[src/rtl/ex_operand_stage.sv]
// Execute-side operand stage: two-entry (head + skid) buffer behind a valid/ready handshake,
// with RAW forwarding from EX/MEM and MEM/WB when EX_FWD_EN is defined (stall-only otherwise).
module ex_operand_stage #(
  parameter int DATA_WIDTH    = 64,
  parameter int REG_ID_WIDTH  = 5,
  parameter int EX_CTRL_WIDTH = 19
) (
  input  logic                     clk,
  input  logic                     reset,
  input  logic                     flush,
  input  logic                     in_valid,
  output logic                     in_ready,
  input  logic [DATA_WIDTH-1:0]    in_pc,
  input  logic [DATA_WIDTH-1:0]    in_data1,
  input  logic [DATA_WIDTH-1:0]    in_data2,
  input  logic [DATA_WIDTH-1:0]    in_imm,
  input  logic [REG_ID_WIDTH-1:0]  in_dest,
  input  logic [REG_ID_WIDTH-1:0]  in_reg1,
  input  logic [REG_ID_WIDTH-1:0]  in_reg2,
  input  logic [EX_CTRL_WIDTH-1:0] in_ex_ctrl,
  input  logic [2:0]               in_mem_ctrl,
  input  logic [1:0]               in_wb_ctrl,
  input  logic [REG_ID_WIDTH-1:0]  exm_dest,
  input  logic                     exm_reg_write,
  input  logic                     exm_mem_read,
  input  logic [DATA_WIDTH-1:0]    exm_result,
  input  logic [REG_ID_WIDTH-1:0]  mwb_dest,
  input  logic                     mwb_reg_write,
  input  logic [DATA_WIDTH-1:0]    mwb_result,
  output logic                     out_valid,
  input  logic                     out_ready,
  output logic [DATA_WIDTH-1:0]    out_pc,
  output logic [DATA_WIDTH-1:0]    out_op_a,
  output logic [DATA_WIDTH-1:0]    out_op_b,
  output logic [DATA_WIDTH-1:0]    out_store_data,
  output logic [REG_ID_WIDTH-1:0]  out_dest,
  output logic [EX_CTRL_WIDTH-1:0] out_ex_ctrl,
  output logic [2:0]               out_mem_ctrl,
  output logic [1:0]               out_wb_ctrl,
  output logic                     hazard_stall
);

  localparam int REG_TO_PC_BIT = EX_CTRL_WIDTH - 1;
  localparam int ALU_SRC_BIT   = EX_CTRL_WIDTH - 2;

  typedef struct packed {
    logic [DATA_WIDTH-1:0]    pc;
    logic [DATA_WIDTH-1:0]    data1;
    logic [DATA_WIDTH-1:0]    data2;
    logic [DATA_WIDTH-1:0]    imm;
    logic [REG_ID_WIDTH-1:0]  dest;
    logic [REG_ID_WIDTH-1:0]  reg1;
    logic [REG_ID_WIDTH-1:0]  reg2;
    logic [EX_CTRL_WIDTH-1:0] ex_ctrl;
    logic [2:0]               mem_ctrl;
    logic [1:0]               wb_ctrl;
  } entry_t;

  typedef enum logic [1:0] {EMPTY, ONE, TWO} state_t;

  function automatic logic id_hit(input logic [REG_ID_WIDTH-1:0] id,
                                  input logic                    wr,
                                  input logic [REG_ID_WIDTH-1:0] dest);
    return wr && (id != '0) && (id == dest);
  endfunction

  function automatic entry_t wb_capture(input entry_t                  e,
                                        input logic                    wr,
                                        input logic [REG_ID_WIDTH-1:0] dest,
                                        input logic [DATA_WIDTH-1:0]   val);
    entry_t r;
    r = e;
    if (id_hit(e.reg1, wr, dest)) r.data1 = val;
    if (id_hit(e.reg2, wr, dest)) r.data2 = val;
    return r;
  endfunction

  state_t state_q, state_d;
  logic   in_ready_q;
  entry_t head_p0, skid_p0, head_d, skid_d, in_entry;
  logic   load_head_in, load_skid_in, move_skid;
  logic   acc, iss, vld_p0, hazard;
  logic   [DATA_WIDTH-1:0] op1, op2;

  always_comb begin
    in_entry.pc       = in_pc;
    in_entry.data1    = in_data1;
    in_entry.data2    = in_data2;
    in_entry.imm      = in_imm;
    in_entry.dest     = in_dest;
    in_entry.reg1     = in_reg1;
    in_entry.reg2     = in_reg2;
    in_entry.ex_ctrl  = in_ex_ctrl;
    in_entry.mem_ctrl = in_mem_ctrl;
    in_entry.wb_ctrl  = in_wb_ctrl;
  end

  assign acc = in_valid & in_ready_q;
  assign iss = out_valid & out_ready;

  always_comb begin
    state_d      = state_q;
    load_head_in = 1'b0;
    load_skid_in = 1'b0;
    move_skid    = 1'b0;
    case (state_q)
      EMPTY: if (acc) begin
        state_d      = ONE;
        load_head_in = 1'b1;
      end
      ONE: begin
        if (acc && !iss) begin
          state_d      = TWO;
          load_skid_in = 1'b1;
        end else if (acc && iss) begin
          load_head_in = 1'b1;
        end else if (iss) begin
          state_d = EMPTY;
        end
      end
      TWO: if (iss) begin
        state_d   = ONE;
        move_skid = 1'b1;
      end
      default: state_d = EMPTY;
    endcase
    if (flush) begin
      state_d      = EMPTY;
      load_head_in = 1'b0;
      load_skid_in = 1'b0;
      move_skid    = 1'b0;
    end
  end

  // Held entries absorb MEM/WB writes every cycle so they never go stale across stalls
  always_comb begin
    head_d = head_p0;
    skid_d = skid_p0;
    if (load_head_in)   head_d = in_entry;
    else if (move_skid) head_d = skid_p0;
    if (load_skid_in)   skid_d = in_entry;
    head_d = wb_capture(head_d, mwb_reg_write, mwb_dest, mwb_result);
    skid_d = wb_capture(skid_d, mwb_reg_write, mwb_dest, mwb_result);
  end

  // Stage p0: head/skid storage; head is cleared on reset because it drives the outputs
  always_ff @(posedge clk or negedge reset) begin
    if (!reset) begin
      state_q    <= EMPTY;
      in_ready_q <= 1'b1;
      head_p0    <= '0;
    end else begin
      state_q    <= state_d;
      in_ready_q <= (state_d != TWO);
      head_p0    <= head_d;
    end
  end

  always_ff @(posedge clk) begin
    skid_p0 <= skid_d;
  end

  assign vld_p0 = (state_q != EMPTY);

`ifdef EX_FWD_EN
  logic e1, e2, m1, m2;
  assign e1 = id_hit(head_p0.reg1, exm_reg_write, exm_dest);
  assign e2 = id_hit(head_p0.reg2, exm_reg_write, exm_dest);
  assign m1 = id_hit(head_p0.reg1, mwb_reg_write, mwb_dest);
  assign m2 = id_hit(head_p0.reg2, mwb_reg_write, mwb_dest);
  assign hazard = exm_mem_read & (e1 | e2);
  assign op1 = (e1 && !exm_mem_read) ? exm_result : (m1 ? mwb_result : head_p0.data1);
  assign op2 = (e2 && !exm_mem_read) ? exm_result : (m2 ? mwb_result : head_p0.data2);
`else
  logic unused_nofwd;
  assign unused_nofwd = ^{exm_result, exm_mem_read};
  assign hazard = id_hit(head_p0.reg1, exm_reg_write, exm_dest) |
                  id_hit(head_p0.reg2, exm_reg_write, exm_dest) |
                  id_hit(head_p0.reg1, mwb_reg_write, mwb_dest) |
                  id_hit(head_p0.reg2, mwb_reg_write, mwb_dest);
  assign op1 = head_p0.data1;
  assign op2 = head_p0.data2;
`endif

  assign in_ready       = in_ready_q;
  assign hazard_stall   = vld_p0 & hazard;
  assign out_valid      = vld_p0 & ~hazard;
  assign out_pc         = head_p0.pc;
  assign out_op_a       = head_p0.ex_ctrl[REG_TO_PC_BIT] ? head_p0.pc : op1;
  assign out_op_b       = head_p0.ex_ctrl[ALU_SRC_BIT] ? head_p0.imm : op2;
  assign out_store_data = op2;
  assign out_dest       = head_p0.dest;
  assign out_ex_ctrl    = head_p0.ex_ctrl;
  assign out_mem_ctrl   = head_p0.mem_ctrl;
  assign out_wb_ctrl    = head_p0.wb_ctrl;

endmodule

[config.mk]
export PLATFORM = sky130hd
export DESIGN_NAME = ex_operand_stage
export DESIGN_NICKNAME = d
export VERILOG_FILES = /design/src/rtl/ex_operand_stage.sv
export SDC_FILE = /design/constraint.sdc
export NUM_CORES = 1
export LEC_CHECK = 0
export ABC_AREA = 1
export CAP_MARGIN = 20
export CORE_AREA = 2 2 287 289
export DETAILED_ROUTE_END_ITERATION = 6
export DIE_AREA = 0 0 289 291
export SYNTH_ARGS = -nofsm -noshare
export SYNTH_HDL_FRONTEND = slang
export SYNTH_SLANG_ARGS = --single-unit
[constraint.sdc]
create_clock -name clk -period 19.81 [get_ports clk]
set_input_delay 3.962 -clock clk [delete_from_list [all_inputs] [get_ports clk]]
set_output_delay 3.962 -clock clk [all_outputs]
set_load 0.1 [all_outputs]
# == Yosys cells after proc, flatten, opt, wreduce, memory -nomap -nowiden ==
# Cells that the tools add are included.
# word_totals
ff_bits,593
inputBits,441
# op_classes
n_eq_ne,11
n_reduce_logical,32
mux,27
bitwise,8
# ops
operator,n
$mux 295,2
$mux 64,6
$mux 231,1
$eq 5x5->1,8
$reduce_bool 5->1,6
$logic_and 1x1->1,18
$mux 2,6
$mux 1,10
$reduce_bool 2->1,4
$pmux 2 s3,1
$reduce_bool 3->1,2
$and 1x1->1,4
$or 1x1->1,3
$eq 2x1->1 const B,1
$eq 2x2->1 const B,1
$logic_not 2->1,1
$ne 2x2->1 const B,1
$pmux 1 s2,1
$logic_not 1->1,1
$not 1->1,1

# == Depth between registers and ports, before layout ==
# Gate-level depths: netlist of the first run.
# logic_depth
ltp_word,19
mapped_depth,25

# == Least setup slack after synthesis of the first run ==
# No wires, ideal clock.
# synth_path
kind,input-to-reg
from,input port mwb_dest[4]
to,register skid_p0[0] (netlist bit) (enable)
required_ns,19.227
path_buffers,1
setup_ns,0.583
path_stages,11
setup_slack_ns,9.968
arrival_ns,9.259
path_cell_list,inv_2 > nand2_1 > nand2_1 > nor2_1 > nand3_1 > nand2_1 > nor2_4 > nand3_4 > nand3_4 > inv_4 > clkbuf_1
# synth_between
elab_chain_len,12
elab_cells_between_ends,14
# synth_lines
element,line,text
"start, declared",27,"input logic [REG_ID_WIDTH-1:0] mwb_dest,"
$eq 5x5->1,64,return wr && (id != '0) && (id == dest);
$logic_and 1x1->1,64,
$or 1x1->1,178,"id_hit(head_p0.reg2, exm_reg_write, exm_dest) |"
$or 1x1->1 (*),179,"id_hit(head_p0.reg1, mwb_reg_write, mwb_dest) |"
$not 1->1 (*),187,assign out_valid = vld_p0 & ~hazard;
$and 1x1->1 (*),187,
$and 1x1->1 (*),99,assign iss = out_valid & out_ready;
$logic_not 1->1 (*),112,if (acc && !iss) begin
$logic_and 1x1->1 (*),112,
$mux 1 (*),112,
$mux 1 (*),106,case (state_q)
$mux 1 (*),127,if (flush) begin
net load_skid_in,81,"logic load_head_in, load_skid_in, move_skid;"
"end signal, assigned",160,skid_p0 <= skid_d;
"end, declared",80,"entry_t head_p0, skid_p0, head_d, skid_d, in_entry;"
# Mark *: on every way through the listed nets, which the timed path passes. The rest lies on a longest branch.
# A chain may end at the register's enable or synchronous reset.

# == Final worst setup path of the first run ==
# layout_path
from,input port mwb_dest[1]
to,output port out_valid
# layout_between
elab_chain_len,6
elab_cells_between_ends,8
# layout_lines
element,line,text
$eq 5x5->1,64,
$logic_and 1x1->1,64,
$or 1x1->1,178,
$or 1x1->1 (*),179,
$not 1->1 (*),187,
$and 1x1->1 (*),187,
"end, declared",30,"output logic out_valid,"
# Mark *: on every way between the ends. The rest lies on a longest branch, timed or not.

==> metrics.cfg, run 1 <==
[synth]
ys_ff_latch=593
synth_largest_area_cell=edfxtp_1
ys.flop_type=dfrtp_1
synth_nets=4080
synth_edf_count=285
synth_top_cell_area_share_pct=28.2
syn-instance-count=3639
synth_area_sq_mm=0.0303
ys_async_sr_fraction_pct=50.3
yosys_warnings=0
avgSynthCellArea_sq_um=8.34
synth.area.top_cells=edfxtp_1 28%, dfrtp_1 24%, nand2_1 15%, nand3_1 7.4%, buf_4 4.3%
yosysSeqAreaShare_pct=53.4
synth_cell_type_count=38

[final_layout]
final_common_cell=nand2_1
syn_to_final_growth_pct=27.4
layout_common_cells=1,230 x nand2_1, 662 x clkdlybuf4s50_1, 447 x nand3_1, 299 x inv_1, 297 x dfrtp_1
multiInputGateArea_sq_mm=0.0107
fin_nets=4458
drive_above_1_share_pct=4.42
fillers=7886
register_area_sq_mm=0.0162

[power]
comb_power_share_pct=51.4
p_clk_share_pct=20.8
leakagePower_nw=16.8
seqPwrFrac_pct=27.8
swShare_pct=51.9
power_switching_mw=3.22
vdd_drop_max_uv=158
p_per_area_mw_per_mm2=160
p_int_mw=2.98

[cts]
cts_resized=0
cts_setup_buffers=0
cts_tree=done
clock-sinks=593
root_buffer=clkbuf_16
clock_path_buffers=3
clock_latency_ns=0.62
hold_buffers=0
cts-buffers-inserted=70
h-tree-depth=3
path_clk_slew_ns=0.06

[global_routing]
grt_pass1_wl_microns=165000
grt.total_usage_pct=25.8
grt_max_degree=139
grt_pass1_vias=25000
antenna_found_initial=33
overflow=0

[sta]
timing.fmax_mhz=91.1
hold_viol_final=0
rsz0062_at_grt=no
tightestPinTransition_ns=1.11
finClkSkew_ns=0.0272
timing.final.ws_setup_ns=8.83
fin_crit_ns=10.98
slew_headroom_pct=25.9
finalCritPeriodShare_pct=55.4
fin_setup_tns_ns=0
setup_viol=0
final_max_slew_viol_count=0

[worst_hold_path]
hp-class=register to register
whs_endpoint=out_ex_ctrl[3]
min_from=skid_p0[8]
holdPathStages=2

[worst_setup_path]
r2r_slack_ns=14.49
arrival_ns=7.01
critPathKind=input pin to primary output
crit_fanout=10
timing.rr.start=state_q[0]
r2r-end=op1[49]
start_kind=input pin
rr_worst_depth=15
critPathRequiredTime_ns=15.85
end_kind=primary output

[floorplanning]
ioPinCount=729
row_count=105
start_util_pct=37.4
die_h_microns=291
fp.dieW_microns=289
core-area_sq_mm=0.0812
die_area_sq_mm=0.0841

[routing]
remaining_drc_errors=0
dr.pass1.iters=6
post_drt_wl_per_cell_microns=21.5
first_iter_violations=2756
vias=26200
wirelength_microns=111000
postRouteAntennaNets=0
via_per_inst=5.08

[job]
drv_cap=0

[place]
post-place-ws_ns=8.92
portBuffers=663
dp_hpwl_microns=73600
place_congestion=0.871

[run_status]
status=complete, no violations

[worst max-delay path, stage by stage]
cell,delay (ns)
clkdlybuf4s50_1,0.66
inv_2,0.28
nand2_1,0.07
nand2_1,0.08
nor2_1,0.05
nand2_1,0.06
nor2_1,0.03
nor2_1,0.09
nand2_1,0.09
nor2_2,0.39
clkdlybuf4s50_1,1.24
[cell usage after synthesis (2+ instances only)]
cell type / n
nor2_1: 165
nor2_2: 2
buf_6: 20
nand4_1: 12
nor2_4: 2
inv_1: 302
a21oi_1: 63
inv_2: 9
nand3_1: 447
a21boi_0: 66
dfrtp_1: 297
o21ai_2: 8
clkbuf_1: 120
clkinv_1: 2
o211ai_1: 132
edfxtp_1: 285
nand3_4: 2
buf_1: 16
buf_2: 57
dfxtp_1: 10
o21ai_0: 164
buf_4: 173
nand3_2: 3
o21ai_1: 28
nand2_2: 5
nand2_1: 1237
[kinds of logic after synthesis]
| kind of cell | Yosys count | share of synthesized area [%] |
|---|---|---|
| compound gates | 464 | 9.44 |
| xor+xnor | 1 | 0.0289 |
| buf+inv | 702 | 11.6 |
| flops | 593 | 53.4 |
| simple gates | 1879 | 25.5 |
[routing by layer]
| layer | up-vias | part of all wire [%] | track usage (%) |
|---|---|---|---|
| li1 | 12500 | - | - |
| met1 | 12500 | 44 | 36.4 |
| met2 | 1053 | 46 | 40.2 |
| met3 | 162 | 7.5 | 4.80 |
| met4 | 20 | 2.5 | 7.77 |
| met5 | - | 0.11 | 0 |
[stage by stage]
step	hold WS, ns	std cells	util [%]	instance area [sq um]	power, mW
finish	0.453	5166	47.6	38700	6.21
global route	0.475	5165	47.6	38700	6.43
floorplan	0.442	3639	-	30300	4.24
global placement	0.444	5014	44.8	36300	4.93
CTS	0.452	5144	47.5	38600	6.24
detailed placement	0.449	5014	44.8	36300	4.94
[how the worst max path moves through the flow]
stage                           start  slack, ns  cells past startpoint          to
after floorplan           mwb_dest[4]       9.97                     11  skid_p0[0]
after global placement    mwb_dest[4]       8.92                     11   out_valid
after detailed placement  mwb_dest[1]       8.92                     11   out_valid
final                     mwb_dest[1]       8.83                     11   out_valid
after CTS                 mwb_dest[1]       8.91                     11   out_valid
after global routing      mwb_dest[1]       8.72                     11   out_valid
[cell type report]
type	instances	share of cell area (%)
Timing Repair Buffer	694	17.8
Tap cell	1070	3.46
Antenna cell	21	0.136
Clock buffer	108	5.16
Multi-Input combinational cell	2344	27.7
Inverter	314	3.13
Clock inverter	22	0.660
Sequential cell	593	41.9
[power by group through the flow]
stage | logic, mW | registers (mW) | clock network (mW)
after floorplan | 2.56 | 1.68 | 0
after global placement | 3.18 | 1.74 | 0
after detailed placement | 3.19 | 1.75 | 0
after CTS | 3.20 | 1.73 | 1.31
after global routing | 3.32 | 1.75 | 1.36
final | 3.19 | 1.73 | 1.29
[registers in the layout (all words and copies together), names as in the netlist]
name	count
out_wb_ctrl	2
out_pc	64
out_ex_ctrl	19
out_store_data	64
in_ready	1
head_p0	74
state_q	2
out_dest	5
out_mem_ctrl	3
skid_p0	295
op1	64
Note: power is estimated with default switching activity, not from simulation.
==> run 2, diff against run 1 <==
clock period = 10.6 ns   (was 19.81 ns; I/O delays follow)
==> run 2 against run 1 <==
Effect of this change: die area did not move; design area rose by 0.20%; combinational power rose by 87%; clock skew rose by 0.00085 ns; setup slack got worse by 5.6 ns; critical endpoint unchanged.
==> metrics.cfg, run 2 (synthesis gave the netlist of run 1 again) <==
[place]
place_congestion=0.856  ; was 0.871
dp_hpwl_microns=73700  ; was 73,600 microns
post-place-ws_ns=2.85  ; was 8.92 ns
portBuffers=663  ; unchanged

[global_routing]
grt_pass1_wl_microns=164000  ; was 165,000 microns
grt_pass1_vias=25100  ; was 25,000
antenna_found_initial=41  ; was 33
overflow=0  ; unchanged
grt_max_degree=127  ; was 139
grt.total_usage_pct=25.8  ; about the same

[final_layout]
largest_reg_flops=295  ; unchanged
drive_above_1_share_pct=4.51  ; was 4.42%
top_regs=skid_p0 (295), head_p0 (74)  ; unchanged
syn_to_final_growth_pct=27.7  ; was 27.4%
final_common_cell=nand2_1  ; unchanged
regMostFlops=skid_p0  ; unchanged
layout_common_cells=1,230 x nand2_1, 662 x clkdlybuf4s50_1, 447 x nand3_1, 299 x inv_1, 297 x dfrtp_1  ; unchanged
fin_nets=4460  ; was 4,458

[sta]
fin_setup_tns_ns=0  ; unchanged
hold_viol_final=0  ; unchanged
timing.final.ws_setup_ns=3.25  ; was 8.83 ns
fin_crit_ns=7.35
setup_viol=0  ; unchanged
final_max_slew_viol_count=0  ; unchanged
finClkSkew_ns=0.0280  ; was 0.0272 ns
timing.hold.ws_ns=0.452  ; was 0.453 ns
finalCritPeriodShare_pct=69.4
tightestPinTransition_ns=1.12  ; was 1.11 ns
rsz0062_at_grt=no  ; unchanged
timing.fmax_mhz=136
slew_headroom_pct=25.1  ; was 25.9%

[routing]
vias=26200  ; about the same
via_per_inst=5.05  ; was 5.08
remaining_drc_errors=0  ; unchanged
postRouteAntennaNets=0  ; unchanged
first_iter_violations=2279  ; was 2,756
post_drt_wl_per_cell_microns=21.4  ; was 21.5 microns
wirelength_microns=111000  ; about the same
dr.pass1.iters=6  ; unchanged

[worst_setup_path]
crit_fanout=10  ; unchanged
cpMostUsedCell=nand2_1  ; unchanged
worst_path_largest_cell_delay_ns=1.25  ; was 1.24 ns
startpoint=mwb_dest[4]  ; was mwb_dest[1]
arrival_ns=5.23  ; was 7.01 ns
crit_slowest_cell=clkdlybuf4s50_1  ; unchanged
start_kind=input pin  ; unchanged
path_cells=clkdlybuf4s50_1 -> inv_2 -> nand2_1 -> nand2_1 -> nor2_1 -> nand2_1 -> nor2_1 -> nor2_1 -> nand2_1 -> nor2_2 -> clkdlybuf4s50_1  ; unchanged
critPathKind=input pin to primary output  ; unchanged
end_kind=primary output  ; unchanged
critPathRequiredTime_ns=8.48  ; was 15.85 ns
timing.rr.start=state_q[0]  ; unchanged

[cts]
clock_latency_ns=0.61  ; was 0.62 ns
cts-buffers-inserted=70  ; unchanged
hold_buffers=0  ; unchanged
path_clk_slew_ns=0.06  ; about the same
h-tree-depth=3  ; unchanged
clock-sinks=593  ; unchanged
cts_tree=done  ; unchanged
clock_path_buffers=3  ; unchanged
root_buffer=clkbuf_16  ; unchanged
cts_resized=0  ; unchanged
cts_setup_buffers=0  ; unchanged

[worst_hold_path]
hp-class=register to register  ; unchanged
min_from=skid_p0[70]  ; was skid_p0[8]

[power]
leakagePower_nw=16.9  ; was 16.8 nW
p_per_area_mw_per_mm2=300  ; was 160 mW/mm^2
power_mw=11.6  ; was 6.21 mW
vdd_drop_max_uv=255  ; was 158 uV

[floorplanning]
die_h_microns=291  ; unchanged
ioPinCount=729  ; unchanged
die_area_sq_mm=0.0841  ; unchanged
core-area_sq_mm=0.0812  ; unchanged
fp.dieW_microns=289  ; unchanged
start_util_pct=37.4  ; unchanged
row_count=105  ; unchanged

[run_status]
status=complete, no violations  ; unchanged

[job]
drv_cap=0  ; unchanged

-- run 2: changes by cell type in the layout (fill, tap and decap cells not counted), moves of 2 or more --
| cell | change |
|---|---|
| diode_2 | +10 |
| clkbuf_8 | +6 |
| clkinv_4 | -2 |
| buf_4 | +3 |
| clkbuf_1 | -2 |
-- run 2: where the power goes --
part / switching [mW] / total (mW) / leakage (nW) / internal [mW]
Sequential: 0.328 / 3.23 / 6.36 / 2.91
Clock: 1.02 / 2.44 / 1.12 / 1.42
Combinational: 4.66 / 5.95 / 9.37 / 1.28
-- run 2: final timing paths --
kind	end	cells past startpoint	slack (ns)
min in group asynchronous	out_pc[54]	1	1.42
setup / recovery	out_valid	11	3.25
hold reg to reg	head_p0[70]	2	0.45
max in group asynchronous	head_p0[68]	2	7.83
hold / removal	head_p0[70]	2	0.45
setup reg to reg	op1[31]	15	5.22
-- run 2: through the flow --
step                utilization (%)  cell area, sq um  cells
CTS                            47.6             38700   5146
finish                         47.7             38700   5177
global route                   47.7             38700   5174
global placement               44.8             36400   5017
floorplan                         -             30300   3639
detailed placement             44.8             36400   5017
-- run 2: metal layers --
layer  vias up  share of wire [%]  track usage, %
met5         -               0.12               0
met4        20                2.5            9.03
met1     12500                 43            35.4
met3       155                8.2            6.02
met2       981                 46            39.8
li1      12500                  -               -
-- run 2: worst max-delay path: cells and delay by family --
family | cells | cell delay, ns
AND/OR/NAND/NOR | 8 | 0.88
buffers and inverters | 3 | 2.20
-- run 2: layout make-up --
type                       count  area (sq um)
fill                        7937         42400
sequential                   593         16200
multi-input combinational   2344         10700
timing repair buffer         696          6900
clock buffer                 113          2100
tap                         1070          1340
inverter                     314          1210
clock inverter                16           205
antenna                       31          77.6
==> run 3, diff against run 2 <==
clock period = 7.12 ns   (was 10.6 ns; I/O delays follow)
==> run 3 against run 2 <==
Effect of this change: sequential power rose by 51%; sequential cell count did not move; via count barely moved; largest cell class unchanged.
==> metrics.cfg, run 3 (synthesis gave the netlist of run 1 again) <==
[routing]
post_drt_wl_per_cell_microns=21.5  ; was 21.4 microns
vias=26200  ; about the same
wirelength_microns=111000  ; about the same
via_per_inst=5.06  ; was 5.05
dr.pass1.iters=5  ; was 6
first_iter_violations=2391  ; was 2,279
postRouteAntennaNets=0  ; unchanged
remaining_drc_errors=0  ; unchanged

[final_layout]
syn_to_final_growth_pct=27.7  ; about the same
layout_common_cells=1,230 x nand2_1, 662 x clkdlybuf4s50_1, 447 x nand3_1, 299 x inv_1, 297 x dfrtp_1  ; unchanged
fillers=7920  ; was 7,937
fin_nets=4465  ; was 4,460
drive_above_1_share_pct=4.51  ; about the same
final_common_cell=nand2_1  ; unchanged
top_regs=skid_p0 (295), head_p0 (74)  ; unchanged
regMostFlops=skid_p0  ; unchanged
largest_reg_flops=295  ; unchanged

[sta]
finClkSkew_ns=0.0272  ; was 0.0280 ns
timing.fmax_mhz=171
finalCritPeriodShare_pct=82.0
fin_crit_ns=5.84
setup_viol=0  ; unchanged
slew_headroom_pct=26.4  ; was 25.1%
final_max_slew_viol_count=0  ; unchanged
tightestPinTransition_ns=1.10  ; was 1.12 ns
fin_setup_tns_ns=0  ; unchanged
hold_viol_final=0  ; unchanged
rsz0062_at_grt=no  ; unchanged

[cts]
cts-buffers-inserted=69  ; was 70
path_clk_slew_ns=0.06  ; about the same
cts_setup_buffers=0  ; unchanged
clock_latency_ns=0.61  ; about the same
hold_buffers=0  ; unchanged
cts_tree=done  ; unchanged
h-tree-depth=3  ; unchanged
clock_path_buffers=3  ; unchanged
cts_resized=0  ; unchanged
root_buffer=clkbuf_16  ; unchanged
clock-sinks=593  ; unchanged

[worst_setup_path]
r2r_slack_ns=2.88  ; was 5.22 ns
critPathKind=input pin to primary output  ; unchanged
crit_fanout=10  ; unchanged
arrival_ns=4.42  ; was 5.23 ns
end_kind=primary output  ; unchanged
critPathRequiredTime_ns=5.70  ; was 8.48 ns
startpoint=mwb_dest[4]  ; unchanged
rr_worst_depth=13  ; was 15
r2r-end=op1[52]  ; was op1[31]
timing.rr.start=state_q[0]  ; unchanged
start_kind=input pin  ; unchanged

[worst_hold_path]
holdPathStages=2  ; unchanged
whs_endpoint=head_p0[50]  ; was head_p0[70]
min_from=skid_p0[50]  ; was skid_p0[70]
hp-class=register to register  ; unchanged

[place]
dp_hpwl_microns=73300  ; was 73,700 microns
portBuffers=663  ; unchanged
place_congestion=0.867  ; was 0.856

[power]
p_int_mw=8.27  ; was 5.60 mW
power_mw=17.3  ; was 11.6 mW
seqPwrFrac_pct=28.3  ; was 27.8%
power_switching_mw=8.98  ; was 6.01 mW
p_clk_share_pct=20.4  ; was 21.0%
vdd_drop_max_uv=421  ; was 255 uV
swShare_pct=52.0  ; was 51.8%
p_per_area_mw_per_mm2=445  ; was 300 mW/mm^2
comb_power_share_pct=51.3  ; was 51.2%
leakagePower_nw=16.9  ; about the same

[floorplanning]
row_count=105  ; unchanged
die_area_sq_mm=0.0841  ; unchanged
ioPinCount=729  ; unchanged
start_util_pct=37.4  ; unchanged
die_h_microns=291  ; unchanged
fp.dieW_microns=289  ; unchanged
core-area_sq_mm=0.0812  ; unchanged

[global_routing]
overflow=0  ; unchanged
grt_pass1_vias=24900  ; was 25,100
antenna_found_initial=28  ; was 41
grt_pass1_wl_microns=163000  ; was 164,000 microns
grt.total_usage_pct=25.6  ; was 25.8%
grt_max_degree=138  ; was 127

[run_status]
status=complete, no violations  ; unchanged

[job]
drv_cap=0  ; unchanged

-- run 3: cell count changes in the layout (fill, tap and decap cells not counted), sizes merged --
| cell | previous run | this run |
|---|---|---|
| clkbuf | 113 | 94 |
| clkinv | 12 | 24 |
| diode | 31 | 20 |
| buf | 34 | 40 |
| bufinv | 2 | 5 |
| clkinvlp | 0 | 1 |
-- run 3: power by group through the flow --
stage,clock network (mW),logic (mW),registers [mW]
after floorplan,0,7.12,4.67
after global placement,0,8.84,4.92
after detailed placement,0,8.86,4.93
after CTS,3.60,8.88,4.87
after global routing,3.73,9.21,4.95
final,3.53,8.85,4.87
-- run 3: metal layers --
metal  up-vias  global-route usage (%)  wire, microns
li1      12500                       -              -
met3       139                    4.88           7850
met4        18                    6.97           2290
met5         -                       0            116
met1     12600                    36.1          48800
met2       934                    40.2          51800
-- run 3: final cells by class --
| type | count | area, sq um | area share [%] |
|---|---|---|---|
| inverters | 314 | 1200 | 3.10 |
| repair buffers | 702 | 7070 | 18.2 |
| clock inverters | 32 | 307 | 0.791 |
| well taps | 1070 | 1340 | 3.45 |
| flip-flops and latches | 593 | 16200 | 41.8 |
| multi-input cells | 2344 | 10700 | 27.6 |
| clock buffers | 94 | 1870 | 4.83 |
| diodes | 20 | 50.0 | 0.129 |
-- run 3: how the worst max path moves through the flow --
stage	to	slack, ns
after floorplan	skid_p0[167]	2.26
after global placement	op1[26]	1.23
after detailed placement	op1[52]	1.20
after CTS	out_valid	1.32
after global routing	out_valid	1.17
final	out_valid	1.28
-- run 3: worst max-delay path, cell delays in order --
cell	delay (ns)
clkdlybuf4s50_1	0.61
inv_2	0.31
nand2_1	0.08
nand2_1	0.07
nor2_1	0.06
nand2_1	0.05
nor2_1	0.04
nor2_1	0.09
nand2_1	0.08
nor2_2	0.38
clkdlybuf4s50_1	1.22
-- run 3: through the flow --
stage	setup slack, ns	std cells	cell area, sq um	hold slack (ns)	util, %
after floorplan	2.26	3639	30300	0.442	-
after global placement	1.23	5023	36500	0.444	45.0
after detailed placement	1.20	5023	36500	0.451	45.0
after CTS	1.32	5149	38700	0.462	47.7
after global routing	1.17	5168	38800	0.483	47.7
final	1.28	5169	38800	0.462	47.7
